**src/rtl/rtc_bus_pkg.sv**
```systemverilog
// rtl/rtc_bus_pkg.sv - shared states, constants and address table for the RTC bus reader
package rtc_bus_pkg;

  typedef enum logic [3:0] {
    IDLE,
    A_SETUP,
    A_STROBE,
    A_HOLD,
    A_GAP,
    D_SETUP,
    D_STROBE,
    D_GAP,
    COMMIT
  } estado_t;

  localparam int          N_REGS       = 11;
  localparam logic [7:0]  CMD_TRANSFER = 8'hF0;
  // Index value reserved for the transfer command that opens every sweep
  localparam logic [3:0]  IDX_CMD      = 4'hF;

  localparam logic [N_REGS-1:0][7:0] ADDR_TABLE = {
    8'h43, 8'h42, 8'h41,
    8'h28, 8'h27, 8'h26, 8'h25, 8'h24, 8'h23, 8'h22, 8'h21
  };

  function automatic logic [7:0] dir_bus(input logic [3:0] idx);
    if (idx == IDX_CMD) begin
      return CMD_TRANSFER;
    end else if (idx < 4'(N_REGS)) begin
      return ADDR_TABLE[idx];
    end else begin
      return 8'h00;
    end
  endfunction

endpackage

```
**src/rtl/rtc_bus_fase.sv**
```systemverilog
// rtl/rtc_bus_fase.sv - per-phase cycle timer: strobe window, capture point and phase end
module rtc_bus_fase #(
  parameter int T_STROBE = 7,
  parameter int T_GAP    = 3
) (
  input  logic clk,
  input  logic reset,
  input  logic start,
  input  logic leer,
  output logic wr_en,
  output logic rd_en,
  output logic capture,
  output logic done
);

  localparam int LAST = T_STROBE + T_GAP + 1;
  localparam int CW   = $clog2(LAST + 1);

  logic [CW-1:0] cnt;
  logic          in_strobe;

  // cnt is the cycle index inside the current phase; 0 is the setup cycle
  always_ff @(posedge clk or negedge reset) begin
    if (!reset) begin
      cnt <= '0;
    end else if (start) begin
      cnt <= '0;
    end else if (!done) begin
      cnt <= cnt + CW'(1);
    end
  end

  // Strobe enables mean "the next cycle is still a strobe cycle"
  assign in_strobe = (cnt < CW'(T_STROBE));
  assign wr_en     = in_strobe && !leer;
  assign rd_en     = in_strobe && leer;
  assign capture   = leer && (cnt == CW'(T_STROBE));
  assign done      = (cnt == CW'(LAST));

endmodule

```
**src/rtl/rtc_lector_bus.sv**
```systemverilog
// rtl/rtc_lector_bus.sv - sweeps the RTC registers over the muxed bus and commits them atomically
module rtc_lector_bus
  import rtc_bus_pkg::*;
#(
  parameter int T_STROBE = 7,
  parameter int T_GAP    = 3
) (
  input  logic       clk,
  input  logic       reset,
  input  logic       iniciar,
  input  logic [7:0] ad_in,
  output logic [7:0] ad_out,
  output logic       ad_oe,
  output logic       cs_n,
  output logic       rd_n,
  output logic       wr_n,
  output logic       a_d,
  output logic [7:0] datos0,
  output logic [7:0] datos1,
  output logic [7:0] datos2,
  output logic [7:0] datos3,
  output logic [7:0] datos4,
  output logic [7:0] datos5,
  output logic [7:0] datos6,
  output logic [7:0] datos7,
  output logic [7:0] datos8,
  output logic [7:0] datos9,
  output logic [7:0] datos10,
  output logic       ocupado,
  output logic       listo
);

  estado_t                state, state_d;
  logic [3:0]             idx, idx_d;
  logic                   fase_start, leer, drive_d;
  logic                   wr_en, rd_en, capture, done;
  logic [N_REGS-1:0][7:0] shadow, datos_q;

  assign leer = (state == D_SETUP) || (state == D_STROBE) || (state == D_GAP);

  rtc_bus_fase #(
    .T_STROBE (T_STROBE),
    .T_GAP    (T_GAP)
  ) u_fase (
    .clk     (clk),
    .reset   (reset),
    .start   (fase_start),
    .leer    (leer),
    .wr_en   (wr_en),
    .rd_en   (rd_en),
    .capture (capture),
    .done    (done)
  );

  always_comb begin
    state_d    = state;
    idx_d      = idx;
    fase_start = 1'b0;
    case (state)
      IDLE: begin
        if (iniciar) begin
          state_d    = A_SETUP;
          idx_d      = IDX_CMD;
          fase_start = 1'b1;
        end
      end
      A_SETUP:  state_d = A_STROBE;
      A_STROBE: if (!wr_en) state_d = A_HOLD;
      A_HOLD:   state_d = A_GAP;
      A_GAP: begin
        if (done) begin
          fase_start = 1'b1;
          if (idx == IDX_CMD) begin
            idx_d   = 4'd0;
            state_d = A_SETUP;
          end else begin
            state_d = D_SETUP;
          end
        end
      end
      D_SETUP:  state_d = D_STROBE;
      D_STROBE: if (!rd_en) state_d = D_GAP;
      D_GAP: begin
        if (done) begin
          if (idx == 4'(N_REGS - 1)) begin
            state_d = COMMIT;
          end else begin
            idx_d      = idx + 4'd1;
            state_d    = A_SETUP;
            fase_start = 1'b1;
          end
        end
      end
      COMMIT:   state_d = IDLE;
      default:  state_d = IDLE;
    endcase
  end

  assign drive_d = (state_d == A_SETUP) || (state_d == A_STROBE) || (state_d == A_HOLD);

  // Bus pins are registered from the next-state decode so they line up with the state
  always_ff @(posedge clk or negedge reset) begin
    if (!reset) begin
      state   <= IDLE;
      idx     <= IDX_CMD;
      cs_n    <= 1'b1;
      rd_n    <= 1'b1;
      wr_n    <= 1'b1;
      a_d     <= 1'b1;
      ad_out  <= 8'h00;
      ad_oe   <= 1'b0;
      ocupado <= 1'b0;
      listo   <= 1'b0;
      shadow  <= '0;
      datos_q <= '0;
    end else begin
      state   <= state_d;
      idx     <= idx_d;
      cs_n    <= !(drive_d || (state_d == D_SETUP) || (state_d == D_STROBE));
      wr_n    <= (state_d != A_STROBE);
      rd_n    <= (state_d != D_STROBE);
      a_d     <= !(drive_d || (state_d == A_GAP));
      ad_oe   <= drive_d;
      ad_out  <= drive_d ? dir_bus(idx_d) : 8'h00;
      ocupado <= (state_d != IDLE) || (state == COMMIT);
      listo   <= (state == COMMIT);
      if ((state == D_STROBE) && capture) begin
        shadow[idx] <= ad_in;
      end
      if (state == COMMIT) begin
        datos_q <= shadow;
      end
    end
  end

  assign datos0  = datos_q[0];
  assign datos1  = datos_q[1];
  assign datos2  = datos_q[2];
  assign datos3  = datos_q[3];
  assign datos4  = datos_q[4];
  assign datos5  = datos_q[5];
  assign datos6  = datos_q[6];
  assign datos7  = datos_q[7];
  assign datos8  = datos_q[8];
  assign datos9  = datos_q[9];
  assign datos10 = datos_q[10];

endmodule

```
**config.mk**
```make
export PLATFORM = sky130hd
export DESIGN_NAME = rtc_lector_bus
export DESIGN_NICKNAME = d
export VERILOG_FILES = /design/src/rtl/rtc_bus_pkg.sv /design/src/rtl/rtc_bus_fase.sv /design/src/rtl/rtc_lector_bus.sv
export SDC_FILE = /design/constraint.sdc
export NUM_CORES = 1
export LEC_CHECK = 0
export CAP_MARGIN = 20
export CORE_ASPECT_RATIO = 1.75
export CORE_MARGIN = 2
export CORE_UTILIZATION = 50
export CTS_BUF_LIST = sky130_fd_sc_hd__clkbuf_4 sky130_fd_sc_hd__clkbuf_8 sky130_fd_sc_hd__clkbuf_16
export DETAILED_ROUTE_END_ITERATION = 10
export GPL_TIMING_DRIVEN = 0
export PLACE_DENSITY = 0.78
export SKIP_CTS_REPAIR_TIMING = 1
export SYNTH_ARGS = -nofsm -noshare
export SYNTH_HDL_FRONTEND = slang
export SYNTH_SLANG_ARGS = --single-unit
```
**constraint.sdc**
```tcl
create_clock -name clk -period 6.03 [get_ports clk]
set_input_delay 1.5075 -clock clk [delete_from_list [all_inputs] [get_ports clk]]
set_output_delay 1.5075 -clock clk [all_outputs]
set_load 0.02 [all_outputs]
```
======== Word level (Yosys, flattened, before mapping) ========
Memory sizes are Yosys's and may differ from the RTL's.
Cells that the tools add are included.
storage, ports and cells
  bits in registers ....................... 203
  bits in latches ......................... 0
  memory bits (writable) .................. 0
  bits in read-only memories .............. 128
  word-level logic and storage cells ...... 109
  memories kept ........................... 1
operators by class
  add/sub/neg operators ................... 2
  $mul .................................... 0
  div/mod/pow operators ................... 0
  order comparisons ....................... 5
  eq/ne operators ......................... 22
  shift operators ......................... 0
  multiplexer cells ....................... 28
  bitwise operators ....................... 0
  reduce and logical (&&, ||, !) cells .... 18
memories
  name             depth  width  read ports  clocked after memory_dff  write ports  line               source
  (no name shown)  16     8      1           0                         0            rtc_bus_pkg.sv:30  return ADDR_TABLE[idx];
operator list
  cell                                                   count
  bitwise mux 88 bit                                     1
  2-to-1 mux 4 bit                                       13
  2-to-1 mux 8 bit                                       5
  demux 8 bit (select 4 bit)                             1
  == test 4 x 3 -> 1 bit, second input constant          8
  one-hot mux 4 bit (8 select lines)                     1
  == test 4 bit, second input constant                   5
  == test 4 x 2 -> 1 bit, second input constant          4
  one-hot mux 4 bit (3 select lines)                     1
  < comparator 4 x 5 -> 1 bit, second input constant     2
  adder 4 x 1 -> 4 bit, second input constant            2
  == test 4 x 1 -> 1 bit, second input constant          2
  logical OR 1 bit                                       8
  logical AND 1 bit                                      5
  >= comparator 4 x 1 -> 1 bit, second input constant    1
  logical NOT 4 bit                                      1
  < comparator 4 x 3 -> 1 bit, second input constant     1
  < comparator 4 bit, second input constant              1
  2-to-1 mux 1 bit                                       4
  inequality test 4 x 2 -> 1 bit, second input constant  1
  inequality test 4 x 3 -> 1 bit, second input constant  1
  nonzero test 4 bit                                     1
  logical NOT 1 bit                                      3
  2-to-1 mux 3 bit                                       1
  other kinds (2)                                        2

======== Logic depth before layout (Yosys ltp) ========
  depth in word-level cells ............... 13
  gate-level depth with buffers ........... 10
  gate-level depth less buffers ........... 10

======== Hierarchy ========
Synthesis repeated with hierarchy kept, for this count alone.
second synthesis, totals
  cell total of the unflattened synthesis .. 534
  area total of the unflattened synthesis .. 8,137.8 sq um
modules (own cells, without submodules)
  module          instances  cells each  area each (sq um)  seq. area each (sq um)
  rtc_lector_bus  1          510         7,895.1            4,964.8
  rtc_bus_fase    1          24          242.7              100.1

======== Worst setup path before layout ========
OpenSTA, ideal clock, no wires.
  kind .................................... input port to flip-flop
  start ................................... input iniciar
  end ..................................... register ad_out[1]
  library setup time ...................... 95 ps
  arrival ................................. 2,918 ps
  required time ........................... 5,935 ps
  slack ................................... 3,016 ps
  cell stages on the path ................. 8
  path through ............................ or4b_1 nor2_1 nor2_1 a21oi_1 a21o_1 inv_1 ha_1 o32ai_2
between the ends
  longest elaborated chain between the ends .. 7
  elaborated cells on any way between the ends .. 16
  classes of those cells .................. order compare (1); eq/ne (4); mux (8); reduce/logical (2); memory (1)
RTL lines
  what                                    line                   source
  from (decl)                             rtc_lector_bus.sv:10   input logic iniciar,
  2-to-1 mux 4 bit *                      rtc_lector_bus.sv:61   if (iniciar) begin
  one-hot mux 4 bit (3 select lines) *    rtc_lector_bus.sv:59   case (state)
  net idx_d[1]                            rtc_lector_bus.sv:34   logic [3:0] idx, idx_d;
  memory read (16 x 8 bit)                n/a
  2-to-1 mux 8 bit (implied by the code)  rtc_bus_pkg.sv:30
  2-to-1 mux 8 bit                        rtc_bus_pkg.sv:29      end else if (idx < 4'(N_REGS)) begin
  2-to-1 mux 8 bit *                      rtc_bus_pkg.sv:27      if (idx == IDX_CMD) begin
  2-to-1 mux 8 bit *                      rtc_lector_bus.sv:124  ad_out <= drive_d ? dir_bus(idx_d) : 8'h00;
  to (signal assigned)                    rtc_lector_bus.sv:124
  to (decl)                               rtc_lector_bus.sv:12   output logic [7:0] ad_out,
Mark *: on every way through the listed nets, which the timed path passes. The rest lies on a longest branch. The select of a mux whose other input is x is not followed.
A chain may end at the register's enable or synchronous reset.

======== Final worst setup path ========
Same ends and word-level chain as after synthesis.

==> out/qor.yml <==
post-route-period-util: 0.5627
wl_um: 17480
grt_pass1_wl_um: 27600
grt_max_degree: 124
vdd.ir_drop.worst_uv: 232.1
async_flop_share: 1.000
p_int_mw: 2.319
syn-num-nets: 545
dieArea_um2: 17250
area_delta_synth_final_pct: 24.61
seq_power_share: 0.477
setup_viol: 0
p_sw_frac: 0.2681
grt_pass1_vias: 5211
cp_cell_sequence: "clkdlybuf4s50_1, or4b_1, nor2_1, nor2_1, a21oi_1, a21o_1, inv_1, ha_1, o32ai_2"
start_util: 0.5096
grt.overflow.total: 0
layout-drive-gt1-share: 0.3860
post_synth_num_cell_types: 53
critical_path_required_ns: 6.40
drv_cap: 0
drtIter0Drc: 226
port_buffers: 113
antenna_found_initial: 0
synth_ff_type: "dfrtp_1"
min_path_type: "flop to flop"
power_density_nw_per_um2: 314.3
cts.sinks: 202
slew_viol_final: 0
hold_viol_final: 0
fin_worst_skew_ns: 0.007587
crit_path_end_kind: "flop"
synth_edf_count: 0
routedWlPerCell_um: 20.33
worst_pin_slew_ns: 0.9109
use_met2: 0.3989
clk_pin_slew_ns: 0.07
max_freq_mhz: 294.7
power_leakage_nw: 4.674
cts_buffers: 18
postSynthAreaPerCell_um2: 15.41
yosys_warnings: 0
die_y_um: 172.3
syn_area_um2: 8090
cp-start-kind: "primary input"
power.total_mw: 3.169
dp_hpwl_um: 12260
io_pins: 114
crit_buf_inv: 2
n_antenna_cell: 0
via_per_inst: 5.550
coreArea_um2: 15880
met3_usage: 0.02425
power_frac_clock: 0.355
die_w_um: 100.2
status: "finished clean"
num-nets-final: 679
met1_usage: 0.2283
p_switching_uw: 849.4
crit_fanout: 4
via_count: 4773
rsz0062_at_grt: "false"
max-slew-margin-rel: 0.3927
firstDrtPassIters: 4
worstSetupPathType: "primary input to flop"
grt-busiest-layer: "met2"
grt_use_total: 0.2057
slowest_stage: "or4b_1"
clk_latency_ns: 0.47
crit_path_frequent_cell: "nor2_1"
rows: 61
syn_inst: 525
crit_family: "simple AND/OR/NAND/NOR gates"
place_congestion: 0.8413
tritoncts: "built"
period_minus_slack_ns: 3.393
yosysSeqAreaShare: 0.6260
combPwrFrac: 0.168
arrival_ns: 3.77
drcViolationCount: 0
crit_path_max_incr_delay_ns: 0.54
detail-route-antenna-nets: 0
root_buffer: "clkbuf_16"
ys_ff_latch: 202
cts_buffer_depth: 3
fin_tns_setup_ns: 0
htreeDepth: 1
flip-flops by register name, indices dropped and copies added, names as in the netlist, 4 cells and up:
name and count:
ad_out 7, datos0 8, datos1 8, datos10 8, datos2 8, datos3 8, datos4 8, datos5 8
datos6 8, datos7 8, datos8 8, datos9 8, idx 4, shadow 88, state 4, u_fase.cnt 4
worst register-to-register path, delay by kind of cell, from the launching register on:
family | cells | cell delay [ns]
flip-flops | 1 | 0.60
buffers and inverters | 2 | 0.50
AO/OA/AOI/OAI | 2 | 0.40
adder cells (fa/ha/maj) | 2 | 0.42
AND/OR/NAND/NOR | 3 | 0.98
Yosys cell counts (2+ instances only):
master / n / area [um2]
a211oi_1: 2 / 15.01
a21boi_0: 2 / 15.01
a21oi_1: 6 / 30.03
and2_1: 2 / 12.51
buf_2: 11 / 55.05
buf_6: 3 / 33.78
clkbuf_1: 11 / 41.29
dfrtp_1: 194 / 4855
dfstp_2: 8 / 210.2
ha_1: 9 / 112.6
inv_1: 8 / 30.03
mux2_1: 3 / 33.78
mux2_2: 173 / 1948
nand2_1: 7 / 26.28
nand2_2: 2 / 12.51
nand2_4: 8 / 90.09
nand2b_4: 2 / 27.53
nand3_1: 8 / 40.04
nand3b_1: 3 / 22.52
nor2_1: 18 / 67.56
nor3_1: 4 / 20.02
nor3_4: 3 / 48.80
nor4_1: 3 / 18.77
o211ai_1: 2 / 15.01
o21ai_0: 2 / 10.01
or2_4: 2 / 17.52
or4_4: 2 / 22.52
xnor2_1: 2 / 17.52
per-stage QoR:
step	instance area, um2	worst slack, ns	instances	utilization	hold WS, ns
CTS	10080	2.678	860	0.6350	0.5003
floorplan	8090	3.016	525	-	0.4585
global placement	9458	-4.289	827	0.5958	0.4744
finish	10080	2.637	860	0.6350	0.4980
global route	10080	2.512	860	0.6350	0.5172
detailed placement	9490	2.183	828	0.5978	0.4855
logic make-up after synthesis:
logic type	count (synthesis)	synth area share
flip-flops	202	0.6260
multiplexers	177	0.2462
AND/OR/NAND/NOR	74	0.06310
buffers and inverters	35	0.02134
AO/OA/AOI/OAI	25	0.02614
adder cells (fa/ha/maj)	9	0.01392
XOR/XNOR	3	0.003248
layer usage:
metal	share of wire	routed length [um]
met5	0	0
met4	0.030	521
met3	0.035	610
met2	0.57	9994
met1	0.36	6356
layout make-up:
| type | instances | area (um2) |
|---|---|---|
| plain buffers | 27 | 142.6 |
| clock buffers | 27 | 560.5 |
| clock inverters | 5 | 30.03 |
| fillers | 1188 | 5794 |
| inverters | 8 | 30.03 |
| multi-input cells | 288 | 2853 |
| flip-flops and latches | 202 | 5065 |
| well taps | 189 | 236.5 |
| repair buffers | 114 | 1164 |
power groups by stage:
stage | combinational (mW) | clock, mW | sequential, mW
3_3_place_gp | 0.498 | 0 | 1.53
4_1_cts | 0.534 | 1.15 | 1.51
2_1_floorplan | 0.345 | 0 | 1.54
3_5_place_dp | 0.531 | 0 | 1.54
5_1_grt | 0.581 | 1.21 | 1.52
6_report | 0.532 | 1.13 | 1.51
layout by cell type, fill, tap and decap left out, drive strengths merged, types with 3 or more instances in the layout:
cell	instances
buf	17
clkdlybuf4s50	112
inv	8
ha	9
nand2b	3
clkbuf	39
mux2	176
clkinv	3
nor2	18
nor3	7
nor4	3
nand3b	3
nand2	17
dfrtp	194
nand3	8
a21oi	6
dfstp	8
worst paths after layout:
path	start	endpoint	slack, ns	cells after the start
max	iniciar	ad_out[1]	2.64	9
min	shadow[29]	datos3[5]	0.50	1
max in group asynchronous	reset	datos7[6]	4.00	2
min reg2reg	shadow[29]	datos3[5]	0.50	1
max reg2reg	idx[0]	ad_out[1]	3.02	9
min in group asynchronous	reset	ocupado	1.13	1
No activity file was read; power rests on OpenSTA's default activity.
